===== config.mk =====
export PLATFORM = sky130hd
export DESIGN_NAME = array_9_access_ctrl
export DESIGN_NICKNAME = d
export VERILOG_FILES = /design/src/rtl/array_9_access_ctrl.sv
export SDC_FILE = /design/constraint.sdc
export NUM_CORES = 1
export LEC_CHECK = 0
export CORE_MARGIN = 2
export CORE_UTILIZATION = 40
export CTS_CLUSTER_SIZE = 28
export DETAILED_ROUTE_END_ITERATION = 16
export PLACE_DENSITY = 0.86
export SLEW_MARGIN = 20
export SYNTH_ARGS = -nofsm -noshare
export SYNTH_HDL_FRONTEND = slang
export SYNTH_SLANG_ARGS = --single-unit

===== constraint.sdc =====
create_clock -name clock -period 1.8 [get_ports clock]
set_input_delay 0.36 -clock clock [delete_from_list [all_inputs] [get_ports clock]]
set_output_delay 0.36 -clock clock [all_outputs]
set_load 0.01 [all_outputs]

===== src/rtl/array_9_access_ctrl.sv =====
// array_9_access_ctrl: ready/valid front end for the 512x13 1R1W table SRAM (array_9_ext).
// Optional macro SRAM_INIT_EN: zero-fill sweep of every SRAM entry after reset release.
module array_9_access_ctrl #(
  parameter int ADDR_W     = 9,
  parameter int DATA_W     = 13,
  parameter int RESP_DEPTH = 3
) (
  input  logic              clock,
  input  logic              reset,
  input  logic              rd_req_valid,
  output logic              rd_req_ready,
  input  logic [ADDR_W-1:0] rd_req_addr,
  output logic              rd_resp_valid,
  input  logic              rd_resp_ready,
  output logic [DATA_W-1:0] rd_resp_data,
  input  logic              wr_valid,
  output logic              wr_ready,
  input  logic [ADDR_W-1:0] wr_addr,
  input  logic [DATA_W-1:0] wr_data,
  output logic              init_done,
  output logic              sram_R0_en,
  output logic [ADDR_W-1:0] sram_R0_addr,
  input  logic [DATA_W-1:0] sram_R0_data,
  output logic              sram_W0_en,
  output logic [ADDR_W-1:0] sram_W0_addr,
  output logic [DATA_W-1:0] sram_W0_data
);

  localparam int PTR_W = (RESP_DEPTH > 1) ? $clog2(RESP_DEPTH) : 1;
  localparam int CNT_W = $clog2(RESP_DEPTH + 1);

  function automatic logic [PTR_W-1:0] ptr_inc(input logic [PTR_W-1:0] p);
    if (p == PTR_W'(RESP_DEPTH - 1)) begin
      ptr_inc = '0;
    end else begin
      ptr_inc = p + PTR_W'(1);
    end
  endfunction

  logic              init_done_q, init_done_d;
  logic              s1_v_q, s1_v_d;
  logic              s1_fwd_q, s1_fwd_d;
  logic [DATA_W-1:0] s1_wdata_q, s1_wdata_d;
  logic [DATA_W-1:0] fifo_mem_q [RESP_DEPTH];
  logic [PTR_W-1:0]  wptr_q, wptr_d, rptr_q, rptr_d;
  logic [CNT_W-1:0]  cnt_q, cnt_d;
  logic [CNT_W:0]    occ;
  logic              rd_fire, wr_fire, push, pop;
  logic [DATA_W-1:0] push_data;

`ifdef SRAM_INIT_EN
  logic [ADDR_W-1:0] init_cnt_q, init_cnt_d;
  logic              init_active;

  // Sweep counter: one zero write per cycle until the last entry is written.
  always_comb begin
    init_active = !init_done_q && !reset;
    init_cnt_d  = init_cnt_q;
    init_done_d = init_done_q;
    if (init_active) begin
      init_cnt_d  = init_cnt_q + ADDR_W'(1);
      init_done_d = (init_cnt_q == {ADDR_W{1'b1}});
    end else begin
      init_cnt_d  = init_cnt_q;
    end
  end

  always_ff @(posedge clock) begin
    if (reset) begin
      init_cnt_q <= '0;
    end else begin
      init_cnt_q <= init_cnt_d;
    end
  end
`else
  always_comb begin
    init_done_d = 1'b1;
  end
`endif

  // Handshakes and SRAM port drive; ready depends on registered state only.
  always_comb begin
    occ          = (CNT_W+1)'(cnt_q) + (CNT_W+1)'(s1_v_q);
    rd_req_ready = init_done_q && (occ < (CNT_W+1)'(RESP_DEPTH));
    wr_ready     = init_done_q;
    init_done    = init_done_q;
    rd_fire      = rd_req_valid && rd_req_ready;
    wr_fire      = wr_valid && wr_ready;
    sram_R0_en   = rd_fire;
    sram_R0_addr = rd_req_addr;
`ifdef SRAM_INIT_EN
    if (init_active) begin
      sram_W0_en   = 1'b1;
      sram_W0_addr = init_cnt_q;
      sram_W0_data = '0;
    end else begin
      sram_W0_en   = wr_fire;
      sram_W0_addr = wr_addr;
      sram_W0_data = wr_data;
    end
`else
    sram_W0_en   = wr_fire;
    sram_W0_addr = wr_addr;
    sram_W0_data = wr_data;
`endif
  end

  // S1 holds the in-flight read; a same-address write in the accept cycle wins over SRAM data.
  always_comb begin
    s1_v_d     = rd_fire;
    s1_fwd_d   = wr_fire && (wr_addr == rd_req_addr);
    s1_wdata_d = wr_data;
    push       = s1_v_q;
    push_data  = s1_fwd_q ? s1_wdata_q : sram_R0_data;
  end

  // Response FIFO pointers and occupancy.
  always_comb begin
    rd_resp_valid = (cnt_q != '0);
    rd_resp_data  = fifo_mem_q[rptr_q];
    pop           = rd_resp_valid && rd_resp_ready;
    wptr_d        = push ? ptr_inc(wptr_q) : wptr_q;
    rptr_d        = pop ? ptr_inc(rptr_q) : rptr_q;
    case ({push, pop})
      2'b10:   cnt_d = cnt_q + CNT_W'(1);
      2'b01:   cnt_d = cnt_q - CNT_W'(1);
      default: cnt_d = cnt_q;
    endcase
  end

  // Control state; reset drops any in-flight read and all queued responses.
  always_ff @(posedge clock) begin
    if (reset) begin
      init_done_q <= 1'b0;
      s1_v_q      <= 1'b0;
      s1_fwd_q    <= 1'b0;
      s1_wdata_q  <= '0;
      wptr_q      <= '0;
      rptr_q      <= '0;
      cnt_q       <= '0;
    end else begin
      init_done_q <= init_done_d;
      s1_v_q      <= s1_v_d;
      s1_fwd_q    <= s1_fwd_d;
      s1_wdata_q  <= s1_wdata_d;
      wptr_q      <= wptr_d;
      rptr_q      <= rptr_d;
      cnt_q       <= cnt_d;
    end
  end

  // FIFO storage; stale entries are unreachable once the pointers reset.
  always_ff @(posedge clock) begin
    if (push) begin
      fifo_mem_q[wptr_q] <= push_data;
    end
  end

endmodule


==> results.py, run 1 <==
metrics = {
    "run_status": {
        "outcome": "finished, violations left",
        "violations": "negative setup slack",
    },
    "floorplan": {
        "core_mm2": 0.00646,
        "die_x_um": 86.2,
        "num_rows": 29,
        "io_pins": 99,
        "start_util": 0.419,
        "die_height_um": 86.2,
        "fp.dieArea_mm2": 0.00743,
    },
    "timing": {
        "finClkSkew_ns": 0.00584,
        "post-route-period-util": 1.06,
        "final.setup.worst_slack_ns": -0.0994,
        "fmax_ghz": 0.526,
        "rsz0062_at_grt": "yes",
        "hold_viol_final": 0,
        "min_period_ns": 1.90,
        "holdWs_ns": 0.500,
        "worstMarginPinSlew_ns": 0.453,
        "setup-tns-final_ns": -0.101,
        "maxSlewViolCount": 0,
        "setup-violations-final": 2,
        "slew_headroom": 0.697,
    },
    "synthesis": {
        "syn_avg_cell_area_um2": 12.7,
        "synthCells": 213,
        "ys_seq_area_frac": 0.611,
        "synthesis.area_mm2": 0.00270,
        "synth_top_area_cell": "edfxtp_1",
        "synth_area_leaders": "edfxtp_1 (43%), dfxtp_1 (18%), buf_4 (9.2%)",
        "synth.distinct_cells": 28,
        "ys_ff_latch": 63,
        "syn_nets": 265,
        "yosys.area.top_type_share": 0.433,
        "ys_warn_count": 0,
    },
    "setup_path": {
        "crit_top_cell": "ha_4",
        "worstSetupStartpointType": "flip-flop",
        "path_max_fanout": 3,
        "crit_type": "flip-flop to output port",
        "cp.required_ns": 1.44,
        "cpMaxStageDelayCell": "dfxtp_2",
        "arrival_ns": 1.54,
        "worstPathCellList": "ha_4 > ha_4 > a211oi_4 > and2_1 > buf_2",
        "worstRegToRegCells": 6,
        "crit_path_max_incr_delay_ns": 0.33,
        "endpoint_kind": "output port",
    },
    "hold_path": {
        "hp-class": "flip-flop to flip-flop",
        "whs_path_depth": 2,
    },
    "detailed_routing": {
        "viasPerCell": 4.63,
        "firstDrtPassIters": 4,
        "wl_per_cell_um": 14.8,
        "vias": 1788,
        "detail-route-antenna-nets": 0,
        "drt_iter0_markers": 98,
        "wl_mm": 5.70,
        "route.detailed.drc": 0,
    },
    "final_layout": {
        "layout_commonest_cell": "clkdlybuf4s50_1",
        "final_area_mm2": 0.00387,
        "multi_input_area_um2": 811,
        "n_fill_cell": 525,
        "drive_above_1_share": 0.181,
        "fin_util": 0.599,
        "most-common-layout-cells": "clkdlybuf4s50_1 (78), edfxtp_1 (39), dfxtp_1 (21)",
        "areaGrowthSynthToFinish_pct": 43.1,
        "antenna-diode-count": 0,
        "nets": 356,
        "seqCellArea_mm2": 0.00166,
    },
    "cts": {
        "root_buffer": "clkbuf_8",
        "h-tree-depth": 3,
        "clockBufferDepth": 2,
        "clk_latency_ns": 0.33,
        "cts_tree": "built",
        "cts.sinks": 63,
        "numCtsBuffers": 9,
        "path_clk_slew_ns": 0.07,
    },
    "pwr": {
        "total_power_mw": 3.38,
        "p_leak_nw": 1.44,
        "power_density_mw_per_mm2": 873,
        "peakVddDrop_mv": 0.803,
    },
    "grt": {
        "grt_pass1_wl_mm": 9.02,
        "antenna_found_initial": 0,
        "use_met2": 0.294,
        "grt_pass1_vias": 1876,
        "grt_max_degree": 27,
        "use_met3": 0.0400,
        "busiest_layer": "met2",
        "grt_overflow_total": 0,
        "grt_usage": 0.163,
        "met1_usage": 0.181,
    },
    "placement": {
        "numPortBuffers": 98,
        "hpwlAfterDp_mm": 3.94,
        "place.gp.congestion": 0.715,
        "placed_area_mm2": 0.00367,
    },
    "job": {
        "drv_cap": 0,
    },
}
## Yosys cell counts
master	instances
nand2_1	17
o21ai_1	11
and3_1	1
xnor2_1	10
inv_1	3
inv_2	1
mux2i_1	14
edfxtp_1	39
o21ai_0	4
and2_1	2
clkbuf_1	3
or3_1	2
nor2_1	4
nor2b_1	16
a21oi_1	2
buf_4	33
xor2_1	1
mux2_1	10
a211oi_1	1
mux2_2	3
or2_1	1
buf_2	2
nor3_1	1
nand4_1	2
o21a_1	2
dfxtp_1	24
nor4_1	1
ha_1	3
## cell families after synthesis
logic type / share of synthesized area
buffers and inverters: 0.105
adders and majority gates: 0.0139
AOI/OAI and AO/OA: 0.0398
DFF: 0.611
muxes: 0.106
and+or+nand+nor: 0.0888
xor gates and xnor gates: 0.0356
## what timing repair did
action | CTS | global route
pin swaps | 6 | 6
resized for setup | 50 | 16
endpoints found under the setup margin | 18 | 7
hold buffers | 0 | 0
setup buffers | 3 | 1
## critical path: cells and delay by family, from the launching register on
family	cells	cell delay (ns)
buffers and inverters	1	0.12
DFF	1	0.33
adders and majority gates	2	0.37
AOI/OAI and AO/OA	1	0.24
and+or+nand+nor	1	0.14
## area by class of cell
| type | count | share of cell area |
|---|---|---|
| Sequential cell | 63 | 0.429 |
| Inverter | 4 | 0.00388 |
| Clock buffer | 12 | 0.0375 |
| Tap cell | 77 | 0.0249 |
| Multi-Input combinational cell | 108 | 0.210 |
| Clock inverter | 4 | 0.0116 |
| Timing Repair Buffer | 118 | 0.284 |
## worst paths after layout
| kind | to | slack [ns] | from |
|---|---|---|---|
| max | sram_R0_en | -0.1 | cnt_q[0]$_SDFFE_PP0P_ |
| min | flip-flop | 0.50 | rptr_q[0]$_SDFFE_PP0N_ |
| max reg2reg | cnt_q[1]$_SDFFE_PP0P_ | 0.19 | cnt_q[0]$_SDFFE_PP0P_ |
| min reg2reg | flip-flop | 0.50 | rptr_q[0]$_SDFFE_PP0N_ |
## metal layers
metal | part of all wire | vias to the layer above
li1 | - | 888
met1 | 0.41 | 860
met2 | 0.54 | 33
met3 | 0.040 | 7
met4 | 0.011 | 0
met5 | 0 | -
## power by group
part / switching (mW) / internal (mW) / leakage (nW) / total [mW]
logic: 0.240 / 0.356 / 0.789 / 0.596
clock network: 0.492 / 0.671 / 0.100 / 1.16
registers: 0.0335 / 1.58 / 0.552 / 1.62
## sequential cells by signal, indices dropped and copies added (netlist names), named ones only
register	count
cnt_q	2
fifo_mem_q	39
init_done	1
push	1
rptr_q	2
s1_fwd_q	1
s1_wdata_q	13
wptr_q	2
## stage by stage
stage | instances | setup WS [ns]
after floorplan | 213 | 0.0886
after global placement | 367 | -0.248
after detailed placement | 367 | -0.274
after CTS | 386 | -0.106
after global routing | 386 | -0.141
final | 386 | -0.0994
(Power assumes the default switching activity.)
==> run 2: changes to the inputs <==
--- a/config.mk
+++ b/config.mk
@@ -5,7 +5,7 @@
 export SDC_FILE = /design/constraint.sdc
 export NUM_CORES = 1
 export LEC_CHECK = 0
-export CORE_MARGIN = 2
+export CORE_MARGIN = 1.5
 export CORE_UTILIZATION = 40
 export CTS_CLUSTER_SIZE = 28
 export DETAILED_ROUTE_END_ITERATION = 16
==> constraint.sdc (replaced) <==
create_clock -name clock -period 1.8 [get_ports clock]
set_input_delay 0.36 -clock clock [delete_from_list [all_inputs] [get_ports clock]]
set_output_delay 0.36 -clock clock [all_outputs]
set_load 0.05 [all_outputs]
==> results.py, run 2 (synthesis gave the netlist of run 1 again) <==
metrics = {
    "final_layout": {
        "top_register": "fifo_mem_q",
        "nets": 349,
        "most-common-layout-cells": "buf_12 (49), clkdlybuf4s50_1 (48), edfxtp_1 (39)",
        "final_cells": 379,
        "n_fill_cell": 443,
        "largest_reg_flops": 39,
        "reg_top3": "fifo_mem_q (39), s1_wdata_q (13)",
        "layout_commonest_cell": "buf_12",
        "drive_above_1_share": 0.305,
        "antenna-diode-count": 0,
        "areaGrowthSynthToFinish_pct": 61.5,
    },
    "floorplan": {
        "io_pins": 99,
        "start_util": 0.421,
        "die_x_um": 85.2,
        "core_mm2": 0.00642,
        "num_rows": 29,
        "die_height_um": 85.2,
        "fp.dieArea_mm2": 0.00726,
    },
    "grt": {
        "grt_pass1_vias": 1915,
        "grt_overflow_total": 0,
        "antenna_found_initial": 0,
        "grt_pass1_wl_mm": 8.69,
        "grt_max_degree": 27,
        "grt_usage": 0.161,
    },
    "cts": {
        "clockBufferDepth": 2,
        "path_clk_slew_ns": 0.07,
        "clk_latency_ns": 0.32,
        "numCtsBuffers": 9,
        "root_buffer": "clkbuf_8",
        "cts.sinks": 63,
        "cts_tree": "built",
        "h-tree-depth": 3,
        "hold_buffers": 0,
    },
    "setup_path": {
        "crit_end": "sram_R0_en",
        "worstReg2RegEnd": "cnt_q[1]$_SDFFE_PP0P_",
        "rrSetupSlack_ns": 0.13,
        "cp.required_ns": 1.44,
        "endpoint_kind": "output port",
        "crit_type": "flip-flop to output port",
        "path_max_fanout": 2,
        "worstRegToRegCells": 6,
        "reg2reg_from": "cnt_q[0]$_SDFFE_PP0P_",
        "worstSetupStartpointType": "flip-flop",
        "crit_path_start": "push$_SDFF_PP0_",
        "arrival_ns": 1.57,
    },
    "detailed_routing": {
        "firstDrtPassIters": 10,
        "route.detailed.drc": 2,
        "drt_iter0_markers": 107,
        "wl_per_cell_um": 14.9,
        "wl_mm": 5.66,
        "vias": 1812,
        "viasPerCell": 4.78,
        "detail-route-antenna-nets": 0,
    },
    "timing": {
        "slew_headroom": 0.842,
        "post-route-period-util": 1.07,
        "finClkSkew_ns": 0.00858,
        "worstMarginPinSlew_ns": 0.235,
        "final.setup.worst_slack_ns": -0.129,
        "rsz0062_at_grt": "yes",
        "setup-violations-final": 2,
        "maxSlewViolCount": 0,
        "min_period_ns": 1.93,
        "fmax_ghz": 0.518,
        "hold_viol_final": 0,
        "setup-tns-final_ns": -0.234,
    },
    "placement": {
        "dp_cells": 360,
        "place_ws_ns": -0.0523,
        "place.gp.congestion": 0.707,
        "hpwlAfterDp_mm": 4.10,
        "numPortBuffers": 98,
    },
    "job": {
        "drv_cap": 0,
    },
    "pwr": {
        "peakVddDrop_mv": 0.482,
        "total_power_mw": 3.85,
        "p_leak_nw": 1.64,
        "power_density_mw_per_mm2": 881,
    },
    "hold_path": {
        "hp-class": "flip-flop to flip-flop",
    },
    "run_status": {
        "violations": "design-rule violations, negative setup slack",
        "outcome": "finished, violations left",
    },
}
-- run 2: cell types whose count changed in the layout (fill, tap and decap cells not counted), moves of 2 or more --
cell             delta
buf_2               -8
dlymetal6s2s_1      -2
clkbuf_2            -3
clkdlybuf4s50_1    -30
buf_12             +48
dlygate4sd2_1       -5
buf_4               -5
o21ai_2             +2
clkdlybuf4s15_1     -2
-- run 2: power by group --
part           internal, mW  total, mW  switching, mW  leakage [nW]
combinational         0.563       1.12          0.557         0.995
sequential             1.58       1.61         0.0304         0.553
clock                 0.628       1.11          0.485        0.0945
-- run 2: worst min-delay path by stage --
stage          cells past startpoint  slack [ns]                        to                    from
3_5_place_dp                       2        0.49                 flip-flop  rptr_q[0]$_SDFFE_PP0N_
3_3_place_gp                       2        0.47    rptr_q[0]$_SDFFE_PP0N_  rptr_q[0]$_SDFFE_PP0N_
5_1_grt                            2        0.51                 flip-flop  rptr_q[0]$_SDFFE_PP0N_
4_1_cts                            2        0.50                 flip-flop  rptr_q[0]$_SDFFE_PP0N_
6_report                           2        0.49                 flip-flop  rptr_q[0]$_SDFFE_PP0N_
2_1_floorplan                      1        0.43  s1_wdata_q[0]$_SDFF_PP0_                   reset
-- run 2: cell type report --
cell class / count / area, um^2 / share of cell area
clock buffer: 11 / 131 / 0.0301
clock inverter: 5 / 48.8 / 0.0112
inverter: 4 / 15.0 / 0.00344
multi-input combinational: 108 / 825 / 0.189
sequential: 63 / 1660 / 0.381
tap: 77 / 96.3 / 0.0221
timing repair buffer: 111 / 1590 / 0.364
-- run 2: per-stage QoR --
stage / area, um^2 / hold WS, ns / util
finish: 4370 / 0.489 / 0.680
global route: 4370 / 0.512 / 0.680
CTS: 4320 / 0.500 / 0.673
detailed placement: 4110 / 0.488 / 0.640
global placement: 4110 / 0.468 / 0.640
floorplan: 2750 / 0.432 / -
-- run 2: layer usage --
| layer | global-route usage | routed length [um] | up-vias |
|---|---|---|---|
| met5 | 0 | 0 | - |
| met3 | 0.0447 | 440 | 9 |
| met4 | 0.0909 | 111 | 0 |
| met1 | 0.167 | 2040 | 840 |
| li1 | - | - | 875 |
| met2 | 0.293 | 3070 | 88 |
-- run 2: critical path, cell delays in order (launching register included) --
cell      delay, ns
dfxtp_4        0.35
ha_4           0.16
ha_4           0.21
a211oi_4       0.21
and2_4         0.18
buf_12         0.13
-- run 2: timing repair --
| item | in CTS | in global routing |
|---|---|---|
| buffers inserted | 2 | 0 |
| endpoints found under the setup margin | 5 | 7 |
| gates resized for setup | 4 | 6 |
| cloned | 0 | 1 |
| pin swaps | 1 | 0 |
==> run 3: changes to the inputs <==
--- a/config.mk
+++ b/config.mk
@@ -7,6 +7,7 @@
 export LEC_CHECK = 0
 export CORE_MARGIN = 1.5
 export CORE_UTILIZATION = 40
+export CTS_BUF_LIST = sky130_fd_sc_hd__clkbuf_8
 export CTS_CLUSTER_SIZE = 28
 export DETAILED_ROUTE_END_ITERATION = 16
 export PLACE_DENSITY = 0.86
==> results.py, run 3 (synthesis gave the netlist of run 1 again) <==
metrics = {
    "run_status": {
        "outcome": "finished, violations left",
        "violations": "design-rule violations, negative setup slack",
    },
    "grt": {
        "grt_max_degree": 27,
        "grt_pass1_wl_mm": 8.70,
        "grt_usage": 0.162,
        "grt_pass1_vias": 1916,
        "antenna_found_initial": 0,
        "grt_overflow_total": 0,
    },
    "cts": {
        "clk_latency_ns": 0.32,
        "cts.sinks": 63,
        "numCtsBuffers": 9,
        "h-tree-depth": 3,
        "path_clk_slew_ns": 0.07,
        "root_buffer": "clkbuf_8",
        "cts_tree": "built",
        "clockBufferDepth": 2,
    },
    "timing": {
        "rsz0062_at_grt": "yes",
        "maxSlewViolCount": 0,
        "setup-violations-final": 2,
        "worstMarginPinSlew_ns": 0.235,
        "holdWs_ns": 0.489,
        "slew_headroom": 0.842,
        "fmax_ghz": 0.518,
        "setup-tns-final_ns": -0.234,
        "min_period_ns": 1.93,
        "post-route-period-util": 1.07,
        "hold_viol_final": 0,
        "finClkSkew_ns": 0.00858,
        "final.setup.worst_slack_ns": -0.129,
    },
    "setup_path": {
        "worstPathCellList": "ha_4 > ha_4 > a211oi_4 > and2_4 > buf_12",
        "worstSetupStartpointType": "flip-flop",
        "cpMaxStageDelayCell": "dfxtp_4",
        "arrival_ns": 1.57,
        "crit_top_cell": "ha_4",
        "path_max_fanout": 2,
        "endpoint_kind": "output port",
        "cp.required_ns": 1.44,
        "crit_path_max_incr_delay_ns": 0.35,
        "crit_type": "flip-flop to output port",
    },
    "detailed_routing": {
        "viasPerCell": 4.79,
        "drt_iter0_markers": 96,
        "vias": 1815,
        "firstDrtPassIters": 10,
        "route.detailed.drc": 2,
        "detail-route-antenna-nets": 0,
        "wl_per_cell_um": 14.9,
        "wl_mm": 5.67,
    },
    "final_layout": {
        "final_cells": 379,
        "layout_commonest_cell": "buf_12",
        "seqCellArea_mm2": 0.00166,
        "n_fill_cell": 443,
        "final_area_mm2": 0.00437,
        "top_register": "fifo_mem_q",
        "largest_reg_flops": 39,
        "nets": 349,
        "multi_input_area_um2": 825,
        "fin_util": 0.680,
        "areaGrowthSynthToFinish_pct": 61.5,
        "antenna-diode-count": 0,
        "reg_top3": "fifo_mem_q (39), s1_wdata_q (13)",
        "most-common-layout-cells": "buf_12 (49), clkdlybuf4s50_1 (48), edfxtp_1 (39)",
        "drive_above_1_share": 0.305,
    },
    "pwr": {
        "p_leak_nw": 1.65,
        "peakVddDrop_mv": 0.483,
        "power_density_mw_per_mm2": 879,
    },
    "floorplan": {
        "num_rows": 29,
        "die_x_um": 85.2,
        "start_util": 0.421,
        "io_pins": 99,
        "fp.dieArea_mm2": 0.00726,
        "die_height_um": 85.2,
        "core_mm2": 0.00642,
    },
    "placement": {
        "place.gp.congestion": 0.707,
        "hpwlAfterDp_mm": 4.10,
        "dp_cells": 360,
        "numPortBuffers": 98,
        "placed_area_mm2": 0.00411,
    },
    "hold_path": {
        "hp-class": "flip-flop to flip-flop",
    },
    "job": {
        "drv_cap": 0,
    },
}
## run 3: per-layer routing
| metal | track usage | routed length, um | up-vias |
|---|---|---|---|
| met5 | 0 | 0 | - |
| met4 | 0.0909 | 111 | 0 |
| met3 | 0.0447 | 422 | 9 |
| met2 | 0.293 | 3070 | 86 |
| met1 | 0.167 | 2060 | 845 |
| li1 | - | - | 875 |
## run 3: per-stage QoR
step	worst slack, ns	power, mW
global route	-0.181	3.97
global placement	0.0383	2.70
CTS	-0.150	3.84
finish	-0.129	3.84
detailed placement	-0.0523	2.72
floorplan	-0.180	2.21
## run 3: where the power goes
group	internal (mW)	total, mW	switching [mW]
clock	0.617	1.10	0.486
sequential	1.58	1.61	0.0303
combinational	0.563	1.12	0.557
## run 3: worst paths after layout
| kind | start | to | slack (ns) | cells after the start |
|---|---|---|---|---|
| min | rptr_q[0]$_SDFFE_PP0N_ | flip-flop | 0.49 | 2 |
| min reg2reg | rptr_q[0]$_SDFFE_PP0N_ | flip-flop | 0.49 | 2 |
| max reg2reg | cnt_q[0]$_SDFFE_PP0P_ | cnt_q[1]$_SDFFE_PP0P_ | 0.13 | 6 |
| max | push$_SDFF_PP0_ | sram_R0_en | -0.13 | 5 |
## run 3: worst max-delay path: cells and delay by family (launching register included)
family	cells	cell delay, ns
AO/OA/AOI/OAI	1	0.21
adder cells (fa/ha/maj)	2	0.37
buffers and inverters	1	0.13
AND/OR/NAND/NOR	1	0.18
flip-flops	1	0.35
## run 3: what timing repair did
action	CTS	global route
buffers inserted	2	0
hold buffers	0	0
cloned	0	1
setup endpoints to repair	5	7
resized for setup	4	6
pin swaps	1	0
## run 3: final cells by class
type | count | area share
clock buffers | 9 | 0.0284
clock inverters | 7 | 0.0129
inverters | 4 | 0.00344
multi-input cells | 108 | 0.189
flip-flops and latches | 63 | 0.381
well taps | 77 | 0.0221
repair buffers | 111 | 0.364
